File: src/rtl/tone_pkg.sv
// rtl/tone_pkg.sv - shared note codes, table entry layout and tone generator reset values
package tone_pkg;

  localparam int NOTE_W = 4;
  localparam int DUR_W  = 4;

  localparam logic [NOTE_W-1:0] NOTE_REST = 4'd0;
  localparam logic [NOTE_W-1:0] NOTE_C3   = 4'd1;
  localparam logic [NOTE_W-1:0] NOTE_CS3  = 4'd2;
  localparam logic [NOTE_W-1:0] NOTE_D3   = 4'd3;
  localparam logic [NOTE_W-1:0] NOTE_DS3  = 4'd4;
  localparam logic [NOTE_W-1:0] NOTE_E3   = 4'd5;
  localparam logic [NOTE_W-1:0] NOTE_F3   = 4'd6;
  localparam logic [NOTE_W-1:0] NOTE_FS3  = 4'd7;
  localparam logic [NOTE_W-1:0] NOTE_G3   = 4'd8;
  localparam logic [NOTE_W-1:0] NOTE_GS3  = 4'd9;
  localparam logic [NOTE_W-1:0] NOTE_A3   = 4'd10;
  localparam logic [NOTE_W-1:0] NOTE_AS3  = 4'd11;
  localparam logic [NOTE_W-1:0] NOTE_B3   = 4'd12;
  localparam logic [NOTE_W-1:0] NOTE_END  = 4'd15;

  // Idle levels the tone generators come out of reset with.
  localparam logic TONE_SWITCH_RST  = 1'b0;
  localparam logic TONE_SPEAKER_RST = 1'b0;

  typedef enum logic [1:0] {ST_IDLE, ST_LOAD, ST_SOUND, ST_GAP} seq_state_t;

  // Codes 13 and 14 are unused slots and sound as silence.
  function automatic logic [NOTE_W-1:0] play_note(input logic [NOTE_W-1:0] code);
    return (code > NOTE_B3) ? NOTE_REST : code;
  endfunction

  function automatic logic [DUR_W:0] dur_ticks(input logic [DUR_W-1:0] dur);
    return (dur == '0) ? 5'd16 : {1'b0, dur};
  endfunction

endpackage

File: src/rtl/melody_rom.sv
// rtl/melody_rom.sv - note table lookup; SONG_ID 1 is an empty song (END at step 0)
module melody_rom
  import tone_pkg::*;
#(
  parameter int SONG_ID = 0
) (
  input  logic [4:0]        step_i,
  output logic [NOTE_W-1:0] note_o,
  output logic [DUR_W-1:0]  dur_o
);

  always_comb begin
    note_o = NOTE_END;
    dur_o  = '0;
    if (SONG_ID == 0) begin
      case (step_i)
        5'd0: begin note_o = NOTE_G3;   dur_o = 4'd4; end
        5'd1: begin note_o = NOTE_REST; dur_o = 4'd2; end
        5'd2: begin note_o = NOTE_E3;   dur_o = 4'd2; end
        default: begin note_o = NOTE_END; dur_o = '0; end
      endcase
    end
  end

endmodule

File: src/rtl/melody_sequencer.sv
// rtl/melody_sequencer.sv - steps the note table on a tempo tick, driving note select and gate
module melody_sequencer
  import tone_pkg::*;
#(
  parameter int CLK_MHZ     = 20,
  parameter int TICK_CYCLES = CLK_MHZ * 62500,
  parameter int TICK_W      = 21,
  parameter int SONG_LEN    = 32,
  parameter int SONG_ID     = 0
) (
  input  logic              clk,
  input  logic              rst,
  input  logic              start,
  input  logic              stop,
  input  logic              loop,
  output logic [NOTE_W-1:0] note_sel,
  output logic              gate,
  output logic              busy,
  output logic              done,
  output logic [4:0]        step
);

  seq_state_t        state_q;
  logic [4:0]        step_q;
  logic [TICK_W-1:0] tick_q;
  logic [DUR_W:0]    dur_q;
  logic [NOTE_W-1:0] note_q;
  logic              gate_q;
  logic              busy_q;
  logic              done_q;

  logic [NOTE_W-1:0] rom_note;
  logic [DUR_W-1:0]  rom_dur;
  logic              tick_evt;
  logic              last_step;

  melody_rom #(.SONG_ID(SONG_ID)) u_rom (
    .step_i(step_q),
    .note_o(rom_note),
    .dur_o (rom_dur)
  );

  assign tick_evt  = (tick_q == TICK_W'(TICK_CYCLES - 1));
  assign last_step = (step_q == 5'(SONG_LEN - 1));

  always_ff @(posedge clk or posedge rst) begin
    if (rst) begin
      state_q <= ST_IDLE;
      step_q  <= '0;
      tick_q  <= '0;
      dur_q   <= '0;
      note_q  <= NOTE_REST;
      gate_q  <= TONE_SWITCH_RST;
      busy_q  <= 1'b0;
      done_q  <= 1'b0;
    end else begin
      done_q <= 1'b0;
      if (stop) begin
        state_q <= ST_IDLE;
        step_q  <= '0;
        tick_q  <= '0;
        dur_q   <= '0;
        note_q  <= NOTE_REST;
        gate_q  <= 1'b0;
        busy_q  <= 1'b0;
      end else if (start) begin
        state_q <= ST_LOAD;
        step_q  <= '0;
        tick_q  <= '0;
        gate_q  <= 1'b0;
        busy_q  <= 1'b1;
      end else begin
        case (state_q)
          ST_IDLE: ;
          ST_LOAD: begin
            tick_q <= '0;
            dur_q  <= dur_ticks(rom_dur);
            if (rom_note != NOTE_END) begin
              state_q <= ST_SOUND;
              note_q  <= play_note(rom_note);
              gate_q  <= (play_note(rom_note) != NOTE_REST);
            end else if (loop && step_q != '0) begin
              step_q <= '0;
            end else begin
              state_q <= ST_IDLE;
              step_q  <= '0;
              note_q  <= NOTE_REST;
              gate_q  <= 1'b0;
              busy_q  <= 1'b0;
              done_q  <= 1'b1;
            end
          end
          ST_SOUND: begin
            if (tick_evt) begin
              tick_q <= '0;
              if (dur_q == 5'd1) begin
                state_q <= ST_GAP;
                gate_q  <= 1'b0;
              end else begin
                dur_q <= dur_q - 5'd1;
              end
            end else begin
              tick_q <= tick_q + 1'b1;
            end
          end
          ST_GAP: begin
            if (tick_evt) begin
              tick_q <= '0;
              // The final table slot ends the song even without an END entry.
              if (!last_step) begin
                step_q  <= step_q + 5'd1;
                state_q <= ST_LOAD;
              end else if (loop) begin
                step_q  <= '0;
                state_q <= ST_LOAD;
              end else begin
                state_q <= ST_IDLE;
                step_q  <= '0;
                note_q  <= NOTE_REST;
                busy_q  <= 1'b0;
                done_q  <= 1'b1;
              end
            end else begin
              tick_q <= tick_q + 1'b1;
            end
          end
          default: state_q <= ST_IDLE;
        endcase
      end
    end
  end

  assign note_sel = note_q;
  assign gate     = gate_q;
  assign busy     = busy_q;
  assign done     = done_q;
  assign step     = step_q;

endmodule

File: config.mk
export PLATFORM = sky130hd
export DESIGN_NAME = melody_sequencer
export DESIGN_NICKNAME = d
export VERILOG_FILES = /design/src/rtl/tone_pkg.sv /design/src/rtl/melody_rom.sv /design/src/rtl/melody_sequencer.sv
export SDC_FILE = /design/constraint.sdc
export NUM_CORES = 1
export LEC_CHECK = 0
export CAP_MARGIN = 15
export CORE_MARGIN = 2
export CORE_UTILIZATION = 55
export DETAILED_ROUTE_END_ITERATION = 7
export PLACE_DENSITY = 0.75
export SYNTH_ARGS = -nofsm -noshare
export SYNTH_HDL_FRONTEND = slang
export SYNTH_SLANG_ARGS = --single-unit
File: constraint.sdc
create_clock -name clk -period 2.8 [get_ports clk]
set_input_delay 0.42 -clock clk [delete_from_list [all_inputs] [get_ports clk]]
set_output_delay 0.42 -clock clk [all_outputs]
set_load 0.005 [all_outputs]
## Word level (Yosys, flattened, before mapping)

Cells that the tools add are included.

| cells by class | value |
|---|---|
| reduce and logical (&&, ||, !) cells | 19 |
| magnitude comparators | 1 |
| divide/modulo/power cells | 0 |
| $add $sub $neg | 3 |
| bitwise gates (word level) | 0 |
| multiply operators | 0 |
| equality and inequality tests | 24 |
| shift operators | 0 |
| mux-type cells | 59 |

Operators with widths:

| kind | number |
|---|---|
| 21-bit two-way mux | 3 |
| 5-bit two-way mux | 10 |
| 21-bit case mux with 2 select lines | 1 |
| 4-bit != test, second input constant | 9 |
| 4-bit two-way mux | 8 |
| 21-bit by 1-bit adder with 21-bit output, second input constant | 1 |
| 21-bit equality test, second input constant | 1 |
| 1-bit two-way mux | 21 |
| 5-bit case mux with 2 select lines | 2 |
| 4-bit nonzero test | 4 |
| 3-bit != test, second input constant | 5 |
| 2-bit two-way mux | 7 |
| 4-bit case mux with 3 select lines | 1 |
| 6-bit AND reduction | 2 |
| 5-bit by 1-bit equality test with 1-bit output, second input constant | 2 |
| 5-bit nonzero test | 2 |
| 4-bit case mux with 2 select lines | 1 |
| 4-bit AND reduction | 2 |
| 1-bit case mux with 2 select lines | 3 |
| 2-bit case mux with 3 select lines | 1 |
| 3-bit case mux with 2 select lines | 1 |
| 3-bit nonzero test | 2 |
| 5-bit by 1-bit adder with 5-bit output, second input constant | 1 |
| 5-bit by 2-bit equality test with 1-bit output, second input constant | 1 |
| 13 further kinds | 15 |

| word-level totals | value |
|---|---|
| register bits after elaboration | 40 |
| bits in writable memories | 0 |
| bits in latches | 0 |
| output and inout port bits | 12 |
| memories | 0 |
| memory bits (read-only) | 0 |

## Longest topological paths before layout

Gate-level depths: netlist of the first run.

| depth | value |
|---|---|
| depth in word-level cells | 9 |
| depth in mapped cells | 10 |
| depth with buffers taken out | 8 |

## Hierarchy

A second synthesis of the first run with hierarchy kept.

| second synthesis, totals | value |
|---|---|
| cell total of the unflattened synthesis | 294 |
| area, all modules | 2,598.7 um^2 |

By module, submodules not included:

| module | area an instance (um^2) | times used | seq. area each (um^2) | cells each |
|---|---|---|---|---|
| melody_sequencer | 2,523.7 | 1 | 1,001.0 | 282 |
| melody_rom | 75.1 | 1 | 0.0 | 12 |

## Worst setup path before layout of the first run

No wires, ideal clock.

| path | value |
|---|---|
| kind | register -> register |
| from | register state_q[1] |
| to | register tick_q[20] |
| slack | 0.668 ns |
| cell stages (with the launch flop) | 11 |
| path buffers | 2 |
| setup time | 0.123 ns |
| arrival | 2.008 ns |
| cell sequence | dfrtp_1 > inv_1 > ha_1 > buf_2 > or4_1 > clkbuf_1 > nand3_1 > nor3_1 > nand4_1 > xor2_1 > nor2_1 |

| between the ends | value |
|---|---|
| cells in the longest elaborated chain, start to end | 5 |
| elaborated cells between the ends (all ways) | 8 |

Ends and longest elaborated chain:

| item | RTL line | RTL |
|---|---|---|
| from (decl) | melody_sequencer.sv:23 | `seq_state_t state_q;` |
| from (signal assigned) | melody_sequencer.sv:48 | `state_q <= ST_IDLE;` |
| from (signal assigned) | melody_sequencer.sv:59 | `state_q <= ST_IDLE;` |
| from (signal assigned) | melody_sequencer.sv:67 | `state_q <= ST_LOAD;` |
| 2-bit equality test | melody_sequencer.sv:73 | `case (state_q)` |
| 2-bit OR reduction (no source line) | n/a |  |
| 21-bit case mux with 2 select lines | melody_sequencer.sv:73 |  |
| 21-bit two-way mux | melody_sequencer.sv:66 | `end else if (start) begin` |
| 21-bit two-way mux | melody_sequencer.sv:58 | `if (stop) begin` |
| to (signal assigned) | melody_sequencer.sv:103 | `tick_q <= tick_q + 1'b1;` |
| to (signal assigned) | melody_sequencer.sv:124 | `tick_q <= tick_q + 1'b1;` |
| to (decl) | melody_sequencer.sv:25 | `logic [TICK_W-1:0] tick_q;` |

Parallel ways exist; a longest one is shown, timed or not.
A chain may end at the register's enable or synchronous reset.

## Final worst setup path of the first run

Ends and elaborated chain as after synthesis.

==> reports/metrics.json, run 1 <==
{
  "run_status": {
    "status": "complete, no violations"
  },
  "clock_tree": {
    "cts_tree": "done",
    "post-cts-setup-buffers": 0,
    "postCtsResizedCells": 0,
    "cts-root-to-sink-buffers": 2,
    "cts.sinks": 39,
    "numCtsBuffers": 5,
    "worst_skew_pair.late_latency_ns": 0.29,
    "post_cts_hold_buffers": 0,
    "worst_setup_hold_path_clk_slew_ns": 0.07,
    "h-tree-depth": 2,
    "cts-root-buf": "sky130_fd_sc_hd__clkbuf_8"
  },
  "synthesis": {
    "syn-cell-area_mm2": 0.00239,
    "synth_edf_count": 0,
    "syn_inst": 266,
    "synthXorXnorAreaFrac_pct": 6.60,
    "synth_top_family_by_area": "simple AND/OR/NAND/NOR gates",
    "yosys.area_share.simple_pct": 27.9,
    "ys_top_cells_by_area": "sky130_fd_sc_hd__dfrtp_1 (41%), sky130_fd_sc_hd__ha_1 (6.8%), sky130_fd_sc_hd__nor2_1 (6.0%)",
    "most_numerous_cell_types_in_the_synthesized_netlist": "sky130_fd_sc_hd__dfrtp_1 (39), sky130_fd_sc_hd__nor2_1 (38), sky130_fd_sc_hd__nand2_1 (25)",
    "synth.top_cell.area_share_pct": 40.8,
    "yosys_warnings": 0,
    "synthesis.nets": 284,
    "ys_types": 53,
    "ys_seq_area_share_pct": 40.8,
    "synth_largest_area_cell": "sky130_fd_sc_hd__dfrtp_1",
    "synth_adder_area_share_pct": 6.81,
    "synthFlopType": "sky130_fd_sc_hd__dfrtp_1",
    "synth_most_common_cell": "sky130_fd_sc_hd__dfrtp_1",
    "ys_seq_elements": 39,
    "async_reset_ff_share_pct": 100,
    "synth.mux.area_fraction_pct": 0,
    "post_synth.cell_area_avg_um2": 8.98,
    "synth-compound-area-share_pct": 13.2
  },
  "worst_setup_path": {
    "critical_path.startpoint_type": "flop",
    "cp_slowest_cell": "sky130_fd_sc_hd__nor3_1",
    "timing.critical_path.to_type": "flop",
    "path_cells": "inv_1 -> ha_1 -> or4_1 -> nand3_1 -> nor3_1 -> nand4_1 -> xor2_1 -> nor2_1",
    "worst-path-stages": 8,
    "max_stage_delay_ns": 0.53,
    "arrival_time_at_the_worst_endpoint_ns": 2.57,
    "maximum_net_fanout_on_the_critical_path": 10,
    "worst_ep_required_time_ns": 2.96,
    "cp_num_buf_inv": 1,
    "crit_family": "simple AND/OR/NAND/NOR gates",
    "worst_r2r_path_depth": 8,
    "timing.setup.critical_path_class": "flop to flop"
  },
  "detailed_routing": {
    "drt_wl_total_um": 4740,
    "drt_pass1_iterations": 4,
    "detailedRoute.firstIterationViolations": 114,
    "average_vias_per_placed_instance": 5.63,
    "final_ant_viol_nets": 0,
    "routed_vias": 1903,
    "detail_route.drc_violations": 0,
    "wire_per_inst_um": 14.0
  },
  "die": {
    "initial_core_util_pct": 58.5,
    "die_width_um": 69.9,
    "die_h_um": 69.9,
    "core_area_mm2": 0.00409,
    "ioPinCount": 17,
    "die_footprint_mm2": 0.00489,
    "placement_rows": 23
  },
  "pwr": {
    "fin_total_pwr_w": 0.00106,
    "pwr-share-comb_pct": 10.9,
    "vdd_drop_max_v": 0.000178,
    "power.density_cell_area_mw_per_mm2": 392,
    "switching_share_pct": 25.2,
    "pwr-share-seq_pct": 54.9,
    "p_clk_share_pct": 34.2,
    "power.internal_w": 0.000791,
    "netSwitchingPower_w": 0.000267,
    "leakagePower_nw": 1.17
  },
  "layout": {
    "drive_gt1_share_pct": 9.38,
    "finalNetCount": 305,
    "antenna_cells_inserted": 0,
    "finalNonFillerCells": 338,
    "flow.area_growth_from_synthesis_pct": 12.8,
    "final.fill_count": 332
  },
  "global_route": {
    "first_pass_grt_wire_length_um": 8420,
    "grt_pass1_vias": 1850,
    "grt_busiest_layer": "met2",
    "grt_start_max_net_pins": 40,
    "globalRouteMet2Util_pct": 35.7,
    "grt_overflow": 0,
    "grt_use_met1_pct": 27.3,
    "groute.layer.met3.usage_pct": 5.19,
    "number_of_antenna_violations_at_the_first_check_in_global_routing": 0,
    "groute.usage.overall_pct": 21.4
  },
  "timing": {
    "tightestPinTransition_ns": 0.569,
    "fin_skew_ns": 0.00782,
    "post-route-period-util_pct": 86.1,
    "setup_tns_ns": 0,
    "final_max_slew_viol_count": 0,
    "fmaxAchievable_ghz": 0.415,
    "grt_setup_unrepaired": "no",
    "maxSlewHeadroom_pct": 61.8,
    "final_setup_fails": 0,
    "min_period_ns": 2.41,
    "layout_setup_ws_ns": 0.390,
    "hold_violations": 0
  },
  "worst_hold_path": {
    "hold_class": "flop to flop",
    "timing.hold.worst_path_depth": 1
  },
  "placement": {
    "numPortBuffers": 16,
    "place.detailed.hpwl_um": 3440,
    "dpl.cell_count": 330,
    "pre_cts_slack_ns": 0.340,
    "finalWeightedCongestion": 0.864
  },
  "run": {
    "timing.max_cap.violations": 0
  }
}
## registers in the layout, indices dropped and copies added, names as in the netlist
register	flops
busy	1
done	1
dur_q	5
gate	1
note_sel	3
state_q	2
step	5
tick_q	21
## layer usage
metal	vias up	routed length, um
met2	30	2330
met5	-	0
met1	903	2250
met4	0	13
met3	2	152
li1	968	-
## final timing paths
path / startpoint / end / slack [ns]
setup reg to reg: state_q[1] / tick_q[20] / 0.39
hold reg to reg: note_sel[1] / note_sel[1] / 0.53
min in group asynchronous: rst / tick_q[15] / 0.56
hold / removal: note_sel[1] / note_sel[1] / 0.53
max in group asynchronous: rst / tick_q[13] / 1.90
setup / recovery: state_q[1] / tick_q[20] / 0.39
## placed cells by master (no fill, tap or decap), types with 6 or more instances in the layout
| cell | instances |
|---|---|
| sky130_fd_sc_hd__a21oi_1 | 8 |
| sky130_fd_sc_hd__buf_4 | 7 |
| sky130_fd_sc_hd__clkdlybuf4s50_1 | 16 |
| sky130_fd_sc_hd__dfrtp_1 | 39 |
| sky130_fd_sc_hd__ha_1 | 13 |
| sky130_fd_sc_hd__inv_1 | 16 |
| sky130_fd_sc_hd__nand2_1 | 25 |
| sky130_fd_sc_hd__nand2b_1 | 6 |
| sky130_fd_sc_hd__nand3_1 | 11 |
| sky130_fd_sc_hd__nand4_1 | 7 |
| sky130_fd_sc_hd__nor2_1 | 38 |
| sky130_fd_sc_hd__nor3_1 | 9 |
| sky130_fd_sc_hd__o21ai_0 | 12 |
| sky130_fd_sc_hd__xnor2_1 | 9 |
| sky130_fd_sc_hd__xor2_1 | 9 |
## final cells by class
type	count	area, um^2	share of cell area, %
clock buffers	7	76.3	2.83
multi-input cells	202	1300	48.4
well taps	50	62.6	2.32
flip-flops and latches	39	976	36.2
clock inverters	1	5.00	0.186
repair buffers	23	213	7.89
inverters	16	60.1	2.23
## per-stage QoR
step | util (%) | hold WS [ns] | cell area [um^2]
finish | 66.0 | 0.530 | 2700
global route | 66.0 | 0.559 | 2700
CTS | 66.0 | 0.532 | 2700
detailed placement | 64.0 | 0.515 | 2620
global placement | 64.0 | 0.508 | 2620
floorplan | - | 0.482 | 2390
## kinds of logic (layout without fill, tap and decap cells)
logic type,after synthesis,after routing
XOR/XNOR,18,18
AO/OA/AOI/OAI,47,47
adder cells (fa/ha/maj),13,13
flip-flops,39,39
buffers and inverters,25,47
AND/OR/NAND/NOR,124,124
## power by group through the flow
stage	combinational [W]	clock, W	sequential [W]
after global placement	0.000115	0	0.000591
after global routing	0.000130	0.000407	0.000582
after floorplan	0.0000807	0	0.000590
after CTS	0.000117	0.000379	0.000580
final	0.000116	0.000361	0.000580
after detailed placement	0.000116	0	0.000591
No activity file was read; power rests on OpenSTA's default activity.
==> run 2, diff against run 1 <==
CTS_CLUSTER_SIZE = 8   (was unset)
==> results of run 2 <==
Final layout, timing and power as in run 1 (identical DEF).
==> run 3, diff against run 2 <==
--- a/constraint.sdc
+++ b/constraint.sdc
@@ -3,2 +3,2 @@
 set_output_delay 0.42 -clock clk [all_outputs]
-set_load 0.005 [all_outputs]
+set_load 0.05 [all_outputs]
==> results of run 3 <==
The final DEF is identical to that of run 1. Status: complete, no violations.
Among the figures that moved: total power 0.00106 W -> 0.00107 W
